`src/rtl/ps2_rx_fifo.sv`:
```
// PS/2 device-to-host receiver: line filtering, frame decode with timeout,
// byte FIFO with valid/ready output and a two-byte history of consumed bytes.
module ps2_rx_fifo #(
  parameter int FILTER_LEN  = 19,
  parameter int FILTER_W    = 5,
  parameter int TIMEOUT_CYC = 200000,
  parameter int TIMEOUT_W   = 18,
  parameter int FIFO_DEPTH  = 8,
  parameter int FIFO_AW     = 3
) (
  input  logic               clk,
  input  logic               rst_n,
  input  logic               kclk,
  input  logic               kdata,
  output logic [7:0]         rx_data,
  output logic               rx_valid,
  input  logic               rx_ready,
  output logic [15:0]        keycode,
  output logic [FIFO_AW:0]   fifo_count,
  output logic               parity_err,
  output logic               frame_err,
  output logic               overflow
);

  localparam logic [1:0] S_IDLE   = 2'd0;
  localparam logic [1:0] S_DATA   = 2'd1;
  localparam logic [1:0] S_PARITY = 2'd2;
  localparam logic [1:0] S_STOP   = 2'd3;

  localparam logic [FILTER_W-1:0]  FILT_LAST = FILTER_W'(FILTER_LEN - 1);
  localparam logic [TIMEOUT_W-1:0] TO_LAST   = TIMEOUT_W'(TIMEOUT_CYC - 1);
  localparam logic [FIFO_AW:0]     FIFO_FULL = (FIFO_AW + 1)'(FIFO_DEPTH);

  // Returns {next filtered level, next run counter}.
  function automatic logic [FILTER_W:0] filter_step(
    input logic                s,
    input logic                f,
    input logic [FILTER_W-1:0] cnt
  );
    logic [FILTER_W:0] r;
    if (s == f) begin
      r = {f, {FILTER_W{1'b0}}};
    end else if (cnt == FILT_LAST) begin
      r = {s, {FILTER_W{1'b0}}};
    end else begin
      r = {f, cnt + 1'b1};
    end
    return r;
  endfunction

  // ---- stage: synchronisers and glitch filters ----
  logic [1:0]          kclk_sync_q, kdata_sync_q;
  logic                kclk_f_q, kclk_f_d, kdata_f_q, kdata_f_d;
  logic [FILTER_W-1:0] kclk_cnt_q, kclk_cnt_d, kdata_cnt_q, kdata_cnt_d;
  logic                kclk_fd_q;
  logic                fall;

  always_comb begin
    {kclk_f_d, kclk_cnt_d}   = filter_step(kclk_sync_q[1], kclk_f_q, kclk_cnt_q);
    {kdata_f_d, kdata_cnt_d} = filter_step(kdata_sync_q[1], kdata_f_q, kdata_cnt_q);
  end

  always_ff @(posedge clk or negedge rst_n) begin
    if (!rst_n) begin
      kclk_sync_q  <= 2'b11;
      kdata_sync_q <= 2'b11;
      kclk_f_q     <= 1'b1;
      kdata_f_q    <= 1'b1;
      kclk_cnt_q   <= '0;
      kdata_cnt_q  <= '0;
      kclk_fd_q    <= 1'b1;
    end else begin
      kclk_sync_q  <= {kclk_sync_q[0], kclk};
      kdata_sync_q <= {kdata_sync_q[0], kdata};
      kclk_f_q     <= kclk_f_d;
      kdata_f_q    <= kdata_f_d;
      kclk_cnt_q   <= kclk_cnt_d;
      kdata_cnt_q  <= kdata_cnt_d;
      kclk_fd_q    <= kclk_f_q;
    end
  end

  assign fall = kclk_fd_q & ~kclk_f_q;

  // ---- stage: frame decoder ----
  logic [1:0]           state_q, state_d;
  logic [2:0]           bit_cnt_q, bit_cnt_d;
  logic [7:0]           shift_q, shift_d;
  logic                 par_q, par_d;
  logic [TIMEOUT_W-1:0] to_q, to_d;
  logic                 timeout_hit;
  logic                 push_req;
  logic                 perr_d, ferr_d;

  // to_q holds the number of cycles since the last fall while inside a frame.
  assign timeout_hit = (state_q != S_IDLE) && (to_q == TO_LAST);

  always_comb begin
    state_d   = state_q;
    bit_cnt_d = bit_cnt_q;
    shift_d   = shift_q;
    par_d     = par_q;
    push_req  = 1'b0;
    perr_d    = 1'b0;
    ferr_d    = 1'b0;

    if (timeout_hit || (state_q == S_IDLE && !fall)) begin
      to_d = '0;
    end else if (fall) begin
      to_d = TIMEOUT_W'(1);
    end else begin
      to_d = to_q + 1'b1;
    end

    if (timeout_hit) begin
      state_d = S_IDLE;
      shift_d = '0;
      ferr_d  = 1'b1;
    end else if (fall) begin
      case (state_q)
        S_IDLE: begin
          if (!kdata_f_q) begin
            state_d   = S_DATA;
            bit_cnt_d = '0;
          end
        end
        S_DATA: begin
          shift_d   = {kdata_f_q, shift_q[7:1]};
          bit_cnt_d = bit_cnt_q + 3'd1;
          if (bit_cnt_q == 3'd7) begin
            state_d = S_PARITY;
          end
        end
        S_PARITY: begin
          par_d   = kdata_f_q;
          state_d = S_STOP;
        end
        S_STOP: begin
          state_d = S_IDLE;
          if (!kdata_f_q) begin
            ferr_d = 1'b1;
          end else if (^{shift_q, par_q} != 1'b1) begin
            perr_d = 1'b1;
          end else begin
            push_req = 1'b1;
          end
        end
        default: state_d = S_IDLE;
      endcase
    end
  end

  always_ff @(posedge clk or negedge rst_n) begin
    if (!rst_n) begin
      state_q   <= S_IDLE;
      bit_cnt_q <= '0;
      shift_q   <= '0;
      par_q     <= 1'b0;
      to_q      <= '0;
    end else begin
      state_q   <= state_d;
      bit_cnt_q <= bit_cnt_d;
      shift_q   <= shift_d;
      par_q     <= par_d;
      to_q      <= to_d;
    end
  end

  // ---- stage: FIFO, history and status pulses ----
  logic [7:0]         mem_q [FIFO_DEPTH];
  logic [FIFO_AW-1:0] wr_ptr_q, rd_ptr_q;
  logic [FIFO_AW:0]   count_q, count_d;
  logic [15:0]        keycode_q;
  logic               perr_q, ferr_q, ovf_q;
  logic               pop, push, full, ovf_d;

  assign rx_valid = (count_q != '0);
  assign pop      = rx_valid & rx_ready;
  assign full     = (count_q == FIFO_FULL);
  // A full FIFO still accepts a byte when the head leaves in the same cycle.
  assign push     = push_req & (~full | pop);
  assign ovf_d    = push_req & full & ~pop;

  always_comb begin
    case ({push, pop})
      2'b10:   count_d = count_q + 1'b1;
      2'b01:   count_d = count_q - 1'b1;
      default: count_d = count_q;
    endcase
  end

  always_ff @(posedge clk or negedge rst_n) begin
    if (!rst_n) begin
      for (int i = 0; i < FIFO_DEPTH; i++) begin
        mem_q[i] <= '0;
      end
      wr_ptr_q  <= '0;
      rd_ptr_q  <= '0;
      count_q   <= '0;
      keycode_q <= '0;
      perr_q    <= 1'b0;
      ferr_q    <= 1'b0;
      ovf_q     <= 1'b0;
    end else begin
      if (push) begin
        mem_q[wr_ptr_q] <= shift_q;
        wr_ptr_q        <= wr_ptr_q + 1'b1;
      end
      if (pop) begin
        rd_ptr_q  <= rd_ptr_q + 1'b1;
        keycode_q <= {keycode_q[7:0], mem_q[rd_ptr_q]};
      end
      count_q <= count_d;
      perr_q  <= perr_d;
      ferr_q  <= ferr_d;
      ovf_q   <= ovf_d;
    end
  end

  assign rx_data    = mem_q[rd_ptr_q];
  assign keycode    = keycode_q;
  assign fifo_count = count_q;
  assign parity_err = perr_q;
  assign frame_err  = ferr_q;
  assign overflow   = ovf_q;

endmodule

```
`config.mk`:
```
export PLATFORM = sky130hd
export DESIGN_NAME = ps2_rx_fifo
export DESIGN_NICKNAME = d
export VERILOG_FILES = /design/src/rtl/ps2_rx_fifo.sv
export SDC_FILE = /design/constraint.sdc
export NUM_CORES = 1
export LEC_CHECK = 0
export ABC_AREA = 1
export CORE_UTILIZATION = 65
export DETAILED_ROUTE_END_ITERATION = 10
export PLACE_DENSITY = 0.9
export SYNTH_ARGS = -nofsm -noshare
export SYNTH_HDL_FRONTEND = slang
export SYNTH_SLANG_ARGS = --single-unit
```
`constraint.sdc`:
```
create_clock -name clk -period 5.92 [get_ports clk]
set_clock_uncertainty 0.2 [all_clocks]
set_input_delay 0.888 -clock clk [delete_from_list [all_inputs] [get_ports clk]]
set_output_delay 0.888 -clock clk [all_outputs]
set_load 0.01 [all_outputs]
```
==> results of run 1 <==
[metrics by stage]
stage          utilization (%)  instance area [sq um]  hold WS, ns
2_1_floorplan                -                   7230        0.145
3_3_place_gp              69.2                   7500        0.155
3_5_place_dp              69.2                   7500        0.154
4_1_cts                   75.1                   8140        0.163
5_1_grt                   75.1                   8140        0.163
6_report                  75.1                   8140        0.160
[flip-flops by register name, indices dropped and copies added (netlist names), 2 cells and up]
| name | flops |
|---|---|
| kclk_sync_q | 2 |
| mem_q | 64 |
| keycode | 16 |
| shift_q | 8 |
| bit_cnt_q | 3 |
| rd_ptr_q | 3 |
| wr_ptr_q | 3 |
| state_q | 2 |
| kclk_cnt_q | 5 |
| kdata_sync_q | 2 |
| to_q | 18 |
| fifo_count | 4 |
| kdata_cnt_q | 5 |
[routing by layer]
metal | wire length [microns] | up-vias | GRT usage, %
met5 | 0 | - | 0
met2 | 8120 | 244 | 50.5
met4 | 438 | 0 | 13.0
li1 | - | 2855 | -
met3 | 1240 | 54 | 8.54
met1 | 6720 | 2843 | 39.8
[power by group through the flow]
stage                     logic, mW  registers [mW]  clock network (mW)
after global placement        0.760            1.14                   0
after floorplan               0.457            1.13                   0
after CTS                     0.801            1.13                1.17
final                         0.807            1.14                1.16
after detailed placement      0.780            1.15                   0
after global routing          0.884            1.14                1.22
[cell type report]
| class | instances | area share [%] |
|---|---|---|
| sequential | 142 | 43.7 |
| multi-input combinational | 599 | 38.4 |
| clock buffer | 21 | 5.64 |
| timing repair buffer | 40 | 4.81 |
| inverter | 64 | 2.95 |
| clock inverter | 11 | 2.29 |
| tap | 140 | 2.15 |
[synth_stat cells (all sizes together)]
| library cell | number |
|---|---|
| mux2 | 4 |
| buf | 28 |
| nand2 | 256 |
| o211ai | 1 |
| o32ai | 16 |
| xnor2 | 5 |
| xor2 | 17 |
| inv | 61 |
| dfstp | 7 |
| nor3 | 10 |
| dfrtp | 135 |
| nor3b | 2 |
| nand4 | 70 |
| o21a | 4 |
| nor2 | 100 |
| ha | 16 |
| clkinv | 3 |
| nand3b | 1 |
| clkbuf | 13 |
| nand3 | 34 |
| nor4 | 2 |
| a21oi | 9 |
| o21ai | 51 |
| and3 | 1 |
[final timing paths]
path                                  from               to  cells after the start
max                            rd_ptr_q[0]       rx_data[7]                      7
min                        kdata_sync_q[0]  kdata_sync_q[1]                      0
max reg2reg                  fifo_count[1]    fifo_count[2]                     11
min reg2reg                kdata_sync_q[0]  kdata_sync_q[1]                      0
max in group asynchronous            rst_n        mem_q[48]                      2
min in group asynchronous            rst_n      keycode[13]                      1
[cell families after synthesis]
family                   after synthesis  synth area share [%]
flip-flops                           142                  49.2
AO/OA/AOI/OAI                         81                  6.61
XOR/XNOR                              22                  2.66
multiplexers                           4                 0.623
buffers and inverters                105                  7.61
adder cells (fa/ha/maj)               16                  2.77
AND/OR/NAND/NOR                      476                  30.5
[critical path, stage by stage (launching register included)]
cell and delay [ns]:
dfrtp_1 0.37, buf_4 0.24, inv_1 0.77, nor2_1 0.14
o32ai_1 0.37, nand2_1 0.11, nand2_1 0.12, clkdlybuf4s50_1 0.54
==> results.cfg, run 1 <==
[route]
finalWirelength_microns = 16500
ant_nets = 0
wl_per_cell_microns = 16.2
num_vias = 5996
viasPerCell = 5.90
dr.pass1.iters = 6
drt_iter0_markers = 595
drc = 0

[critical_path]
critPathRequiredTime_ns = 4.83
crit_fanout = 34
regToRegSetupSlack_ns = 2.38
path_class = register to output pin
worstPathArrival_ns = 3.23
worstSetupStartpointType = register
endpoint_kind = output pin

[cells_and_area]
multi_input_area_sq_mm = 0.00313
mostFrequentLayoutCell = nand2_1
nFillCells = 711
final_nets = 885
diodes = 0
drive_gt1_share_pct = 8.78
syn2layout_area_growth_pct = 12.6
final_cells = 1017
register_area_sq_mm = 0.00356
mostFrequentLayoutCells = nand2_1, dfrtp_1, nor2_1

[floorplanning]
placementRows = 38
boundaryPins = 37
die-area_sq_mm = 0.0116
fp.dieH_microns = 107
die_x_microns = 107
core_area_sq_mm = 0.0108
initial_core_util_pct = 66.7

[power_and_ir_drop]
power_density_mw_per_mm2 = 381
power_leakage_nw = 3.94
combPwrFrac_pct = 26.0
p_sw_share_pct = 30.9
p_int_mw = 2.14
clockPowerShare_pct = 37.4
power_frac_seq_pct = 36.6
power_switching_mw = 0.959
power_mw = 3.10
ir_drop_mv = 0.373

[global_routing]
grt_pass1_wl_microns = 27500
groute.usage.overall_pct = 31.3
grt_overflow = 0
antenna_found_initial = 0
grt_pass1_vias = 5721
grt_max_degree = 90

[timing]
finalSetupTns_ns = 0
timing.final.crit_share_pct = 73.0
max_freq_ghz = 0.231
maxSlewHeadroom_pct = 31.2
setup_violations = 0
maxSlewViolCount = 0
rsz0062_at_grt = no
worst_pin_slew_ns = 1.03
period_needed_ns = 4.32
hold_viol = 0
setup_ws_ns = 1.60

[place]
dp.cells = 985
hpwlAfterDp_microns = 10100
place_congestion = 0.872
pre_cts_ws_ns = 2.09
port_buffers = 36

[status]
status = completed

[synth]
ys_warn_count = 0
yosysSeqAreaShare_pct = 49.2
synth_top_cell_by_area = dfrtp_1
netlist_instances = 846
synthDistinctLibCells = 38
synth_area_leaders = dfrtp_1, nand2_1, nand4_1
syn_nets = 867
ys_ff_latch = 142
synth_top_area_share_pct = 46.7
avgSynthCellArea_sq_um = 8.55
synthesis.area_sq_mm = 0.00723

[clock_tree]
cts_tree = done
cts_hold_buf = 0
cts_setup_buffers = 0
path_clk_slew_ns = 0.06
cts_resized = 0
numClockSinks = 142
clkLatencyLatePin_ns = 0.54
cts_made_buffers = 17
cts_root_buf = clkbuf_8
htreeDepth = 4
clockBufferDepth = 2

[worst_hold_path]
hold_class = register to register

[job]
maxCapViolCount = 0
No activity file was read; power rests on OpenSTA's default activity.
==> run 2, diff against run 1 <==
--- a/config.mk
+++ b/config.mk
@@ -6,9 +6,9 @@
 export NUM_CORES = 1
 export LEC_CHECK = 0
 export ABC_AREA = 1
-export CORE_UTILIZATION = 65
+export CORE_UTILIZATION = 60
 export DETAILED_ROUTE_END_ITERATION = 10
-export PLACE_DENSITY = 0.9
+export PLACE_DENSITY = 0.85
 export SYNTH_ARGS = -nofsm -noshare
 export SYNTH_HDL_FRONTEND = slang
 export SYNTH_SLANG_ARGS = --single-unit
==> constraint.sdc (replaced) <==
create_clock -name clk -period 4.21 [get_ports clk]
set_clock_uncertainty 0.2 [all_clocks]
set_input_delay 0.6315 -clock clk [delete_from_list [all_inputs] [get_ports clk]]
set_output_delay 0.6315 -clock clk [all_outputs]
set_load 0.01 [all_outputs]
==> run 2 against run 1 <==
Compared with the run above: the run now ends with design-rule violations left; core utilization decreased by 5.5 points; cell area shrank 1.1%; global-route usage fell by 4.1 points; clock power up 16%; sequential power increased by 39%; total power rose by 31%; worst hold slack got worse by 0.039 ns; sequential share of layout area is 0.47 points higher; routed wire length is 3.7% lower; critical endpoint is now rx_data[2]; largest power group is now sequential cells.
==> results.cfg, run 2 (same netlist as run 1, synthesis figures left out) <==
[clock_tree]
clkLatencyLatePin_ns = 0.42
htreeDepth = 4
cts_tree = done
cts_resized = 0
cts_hold_buf = 0
cts_root_buf = clkbuf_16
cts_setup_buffers = 0
numClockSinks = 142
cts_made_buffers = 17
path_clk_slew_ns = 0.06
clockBufferDepth = 2

[floorplanning]
die-area_sq_mm = 0.0125
die_x_microns = 112
initial_core_util_pct = 62.5
boundaryPins = 37
placementRows = 39
core_area_sq_mm = 0.0116
fp.dieH_microns = 112

[cells_and_area]
syn2layout_area_growth_pct = 11.4
final_cells = 1022
fin_util_pct = 69.7
mostFrequentLayoutCell = nand2_1
top_register = mem_q
diodes = 0
final_nets = 887
drive_gt1_share_pct = 8.42
mostFrequentLayoutCells = nand2_1, dfrtp_1, nor2_1
largest_register_ffs = 64

[critical_path]
r2r_start = state_q[0]
r2r_cells = 12
crit_start = rd_ptr_q[0]
worstPathArrival_ns = 2.74
path_cells = inv_1 > buf_4 > nor2_1 > o32ai_1 > nand2_1 > nand2_1 > clkdlybuf4s50_1
cp_common_cell = nand2_1
endpoint_kind = output pin
path_class = register to output pin
worstSetupStartpointType = register
critPathRequiredTime_ns = 3.38
crit_fanout = 18
crit_slowest_cell = clkdlybuf4s50_1
max_stage_delay_ns = 0.54

[timing]
finalSetupTns_ns = 0
hold_viol = 0
timing.final.crit_share_pct = 84.9
maxSlewViolCount = 0
maxSlewHeadroom_pct = 31.8
max_freq_ghz = 0.280
setup_violations = 0
rsz0062_at_grt = no
setup_ws_ns = 0.637
period_needed_ns = 3.57
worst_pin_slew_ns = 1.02

[power_and_ir_drop]
ir_drop_mv = 0.334
power_density_mw_per_mm2 = 504
power_mw = 4.06
power_leakage_nw = 3.89

[place]
dp.cells = 990
port_buffers = 36
hpwlAfterDp_microns = 10000
place_congestion = 0.825
pre_cts_ws_ns = 0.943

[route]
ant_nets = 0
dr.pass1.iters = 11
drc = 3
viasPerCell = 5.81
num_vias = 5941
wl_per_cell_microns = 15.6
drt_iter0_markers = 703
finalWirelength_microns = 15900

[status]
status = finished, violations left
violations = design-rule violations

[global_routing]
grt_overflow = 0
antenna_found_initial = 0
grt_pass1_wl_microns = 26800
grt_max_degree = 106
grt_pass1_vias = 5535
groute.usage.overall_pct = 27.2

[job]
maxCapViolCount = 0

[worst_hold_path]
hold_class = primary input to async pin
run 2: cell types whose count changed in the layout (fill, tap and decap cells not counted):
cell / change
clkinvlp_4: +1
clkinv_2: -1
buf_4: +1
clkbuf_1: +5
bufinv_16: -5
buf_12: +1
clkbuf_16: +1
clkbuf_8: -1
run 2: power breakdown:
part           internal [mW]  total [mW]  switching, mW
sequential              1.47        1.59          0.122
clock                  0.797        1.34          0.540
combinational          0.484        1.14          0.653
run 2: cell type report:
cell class / count / area [sq um]
Clock buffer: 26 / 489
Clock inverter: 6 / 38.8
Fill cell: 840 / 3510
Tap cell: 143 / 179
Timing Repair Buffer: 42 / 419
Inverter: 64 / 240
Multi-Input combinational cell: 599 / 3130
Sequential cell: 142 / 3560
run 2: path summary, 6_finish.rpt:
check | slack [ns] | to
setup / recovery | 0.64 | rx_data[2]
hold / removal | 0.12 | keycode[13]
setup reg to reg | 1.01 | mem_q[5]
hold reg to reg | 0.15 | kclk_sync_q[1]
max in group asynchronous | 2.85 | kdata_sync_q[0]
min in group clk | 0.15 | kclk_sync_q[1]
run 2: worst max-delay path, delay by kind of cell, from the launching register on:
kind            cells  cell delay [ns]
compound gates      1             0.39
buf+inv             3             1.25
flops               1             0.37
simple gates        3             0.31
run 2: metal layers:
layer / GRT usage (%) / routed length [microns] / share of wire [%]
met5: 0 / 0 / 0
met4: 9.37 / 369 / 2.3
met3: 6.31 / 1130 / 7.1
met2: 42.0 / 7500 / 47
met1: 37.9 / 6900 / 43
run 2: metrics by stage:
stage	hold slack [ns]	instance area (sq um)
floorplan	0.136	7230
global placement	0.149	7530
detailed placement	0.150	7530
CTS	0.158	8060
global route	0.160	8060
finish	0.121	8060
==> run 3, diff against run 2 <==
==> constraint.sdc (replaced) <==
create_clock -name clk -period 3.7 [get_ports clk]
set_clock_uncertainty 0.2 [all_clocks]
set_input_delay 0.555 -clock clk [delete_from_list [all_inputs] [get_ports clk]]
set_output_delay 0.555 -clock clk [all_outputs]
set_load 0.01 [all_outputs]
==> run 3 against run 2 <==
Compared with the run above: the run ends with design-rule violations, negative hold slack left; cell area grew 1.5%; setup slack lost 0.31 ns; non-clock buffer count up 3; critical endpoint is now rx_data[1].
==> results.cfg, run 3 (same netlist as run 1, synthesis figures left out) <==
[status]
status = finished, violations left
violations = design-rule violations, negative hold slack

[critical_path]
worstSetupStartpointType = register
crit_fanout = 34
endpoint_kind = output pin
cp_common_cell = nand2_1
r2r_end = fifo_count[2]
critPathCapture = rx_data[1]
critPathRequiredTime_ns = 2.94
regToRegSetupSlack_ns = 0.58
crit_start = rd_ptr_q[1]
max_stage_delay_ns = 0.97
r2r_cells = 15
path_cells = o21ai_0 > o32ai_1 > nand2_1 > nand2_1 > clkdlybuf4s50_1
path_class = register to output pin
worstPathArrival_ns = 2.61
crit_slowest_cell = dfrtp_1
r2r_start = to_q[0]

[power_and_ir_drop]
ir_drop_mv = 0.577
power_switching_mw = 1.47
clockPowerShare_pct = 36.8
combPwrFrac_pct = 26.3
power_frac_seq_pct = 36.9
p_sw_share_pct = 30.2
power_leakage_nw = 3.96
power_density_mw_per_mm2 = 597
p_int_mw = 3.41

[timing]
setup_ws_ns = 0.332
timing.final.crit_share_pct = 91.0
hold_ws_ns = -0.00809
finalSetupTns_ns = 0
rsz0062_at_grt = no
worst_pin_slew_ns = 0.953
hold_viol = 3
maxSlewViolCount = 0
period_needed_ns = 3.37
max_freq_ghz = 0.297
setup_violations = 0
maxSlewHeadroom_pct = 36.4

[route]
num_vias = 5922
dr.pass1.iters = 8
wl_per_cell_microns = 15.6
viasPerCell = 5.78
drc = 3
drt_iter0_markers = 474
finalWirelength_microns = 16000
ant_nets = 0

[global_routing]
grt_max_degree = 88
grt_pass1_vias = 5559
groute.usage.overall_pct = 27.7
grt_overflow = 0
antenna_found_initial = 0
grt_pass1_wl_microns = 27100

[clock_tree]
htreeDepth = 4
cts_made_buffers = 17
cts_hold_buf = 0
cts_root_buf = clkbuf_16
cts_setup_buffers = 0
clkLatencyLatePin_ns = 0.43
numClockSinks = 142
cts_tree = done
path_clk_slew_ns = 0.06
clockBufferDepth = 2
cts_resized = 0

[cells_and_area]
top_register = mem_q
diodes = 0
mostFrequentLayoutCells = nand2_1, dfrtp_1, nor2_1
largest_register_ffs = 64
final_nets = 890
nFillCells = 855
mostFrequentLayoutCell = nand2_1
drive_gt1_share_pct = 9.08
syn2layout_area_growth_pct = 13.1

[floorplanning]
initial_core_util_pct = 62.5
core_area_sq_mm = 0.0116
placementRows = 39
fp.dieH_microns = 112
die_x_microns = 112
die-area_sq_mm = 0.0125
boundaryPins = 37

[worst_hold_path]
hold_class = primary input to async pin

[place]
place_congestion = 0.836
port_buffers = 36
pre_cts_ws_ns = 0.631
hpwlAfterDp_microns = 10400

[job]
maxCapViolCount = 0
## run 3: cell types whose count changed in the layout (fill, tap and decap cells not counted), sizes merged
cell and delta:
buf +3, bufinv +3, clkinv -2, clkinvlp -2
## run 3: worst min path at each step
stage | start | to | slack [ns]
final | rst_n | keycode[11] | -0.008
after detailed placement | kclk_sync_q[0] | kclk_sync_q[1] | 0.15
after CTS | rst_n | keycode[11] | 0.02
after floorplan | rst_n | bit_cnt_q[0] | 0.06
after global routing | rst_n | keycode[11] | 0.05
after global placement | kdata_sync_q[0] | kdata_sync_q[1] | 0.15
## run 3: layer usage
layer	wire length, microns	GRT usage, %	part of all wire [%]	vias to the layer above
met2	7640	43.8	48	212
met5	0	0	0	-
met4	436	10.5	2.7	0
li1	-	-	-	2851
met1	6850	36.9	43	2813
met3	1040	7.13	6.5	46
## run 3: worst max-delay path, delay by kind of cell (launching register included)
family / cells / cell delay (ns)
compound gates: 2 / 0.48
flops: 1 / 0.97
buf+inv: 1 / 0.54
simple gates: 2 / 0.19
## run 3: cell type report
| type | count | area, sq um | area share (%) |
|---|---|---|---|
| Clock buffer | 26 | 529 | 6.47 |
| Clock inverter | 5 | 100 | 1.22 |
| Inverter | 64 | 240 | 2.94 |
| Multi-Input combinational cell | 599 | 3130 | 38.2 |
| Sequential cell | 142 | 3560 | 43.5 |
| Tap cell | 143 | 179 | 2.19 |
| Timing Repair Buffer | 45 | 442 | 5.40 |
## run 3: metrics by stage
step / instance area (sq um) / util, % / hold WS [ns] / cells / power [mW]
finish: 8180 / 70.7 / -0.00809 / 1024 / 4.89
global route: 8180 / 70.7 / 0.0467 / 1024 / 5.13
CTS: 8180 / 70.7 / 0.0223 / 1024 / 4.90
detailed placement: 7550 / 65.3 / 0.147 / 993 / 3.10
global placement: 7550 / 65.3 / 0.146 / 993 / 3.07
floorplan: 7230 / - / 0.0594 / 846 / 2.55
## run 3: power by group through the flow
stage	Combinational (mW)	Sequential, mW	Clock, mW
after floorplan	0.731	1.81	0
after global placement	1.25	1.82	0
after detailed placement	1.27	1.83	0
after CTS	1.29	1.80	1.81
after global routing	1.42	1.82	1.89
final	1.28	1.80	1.80
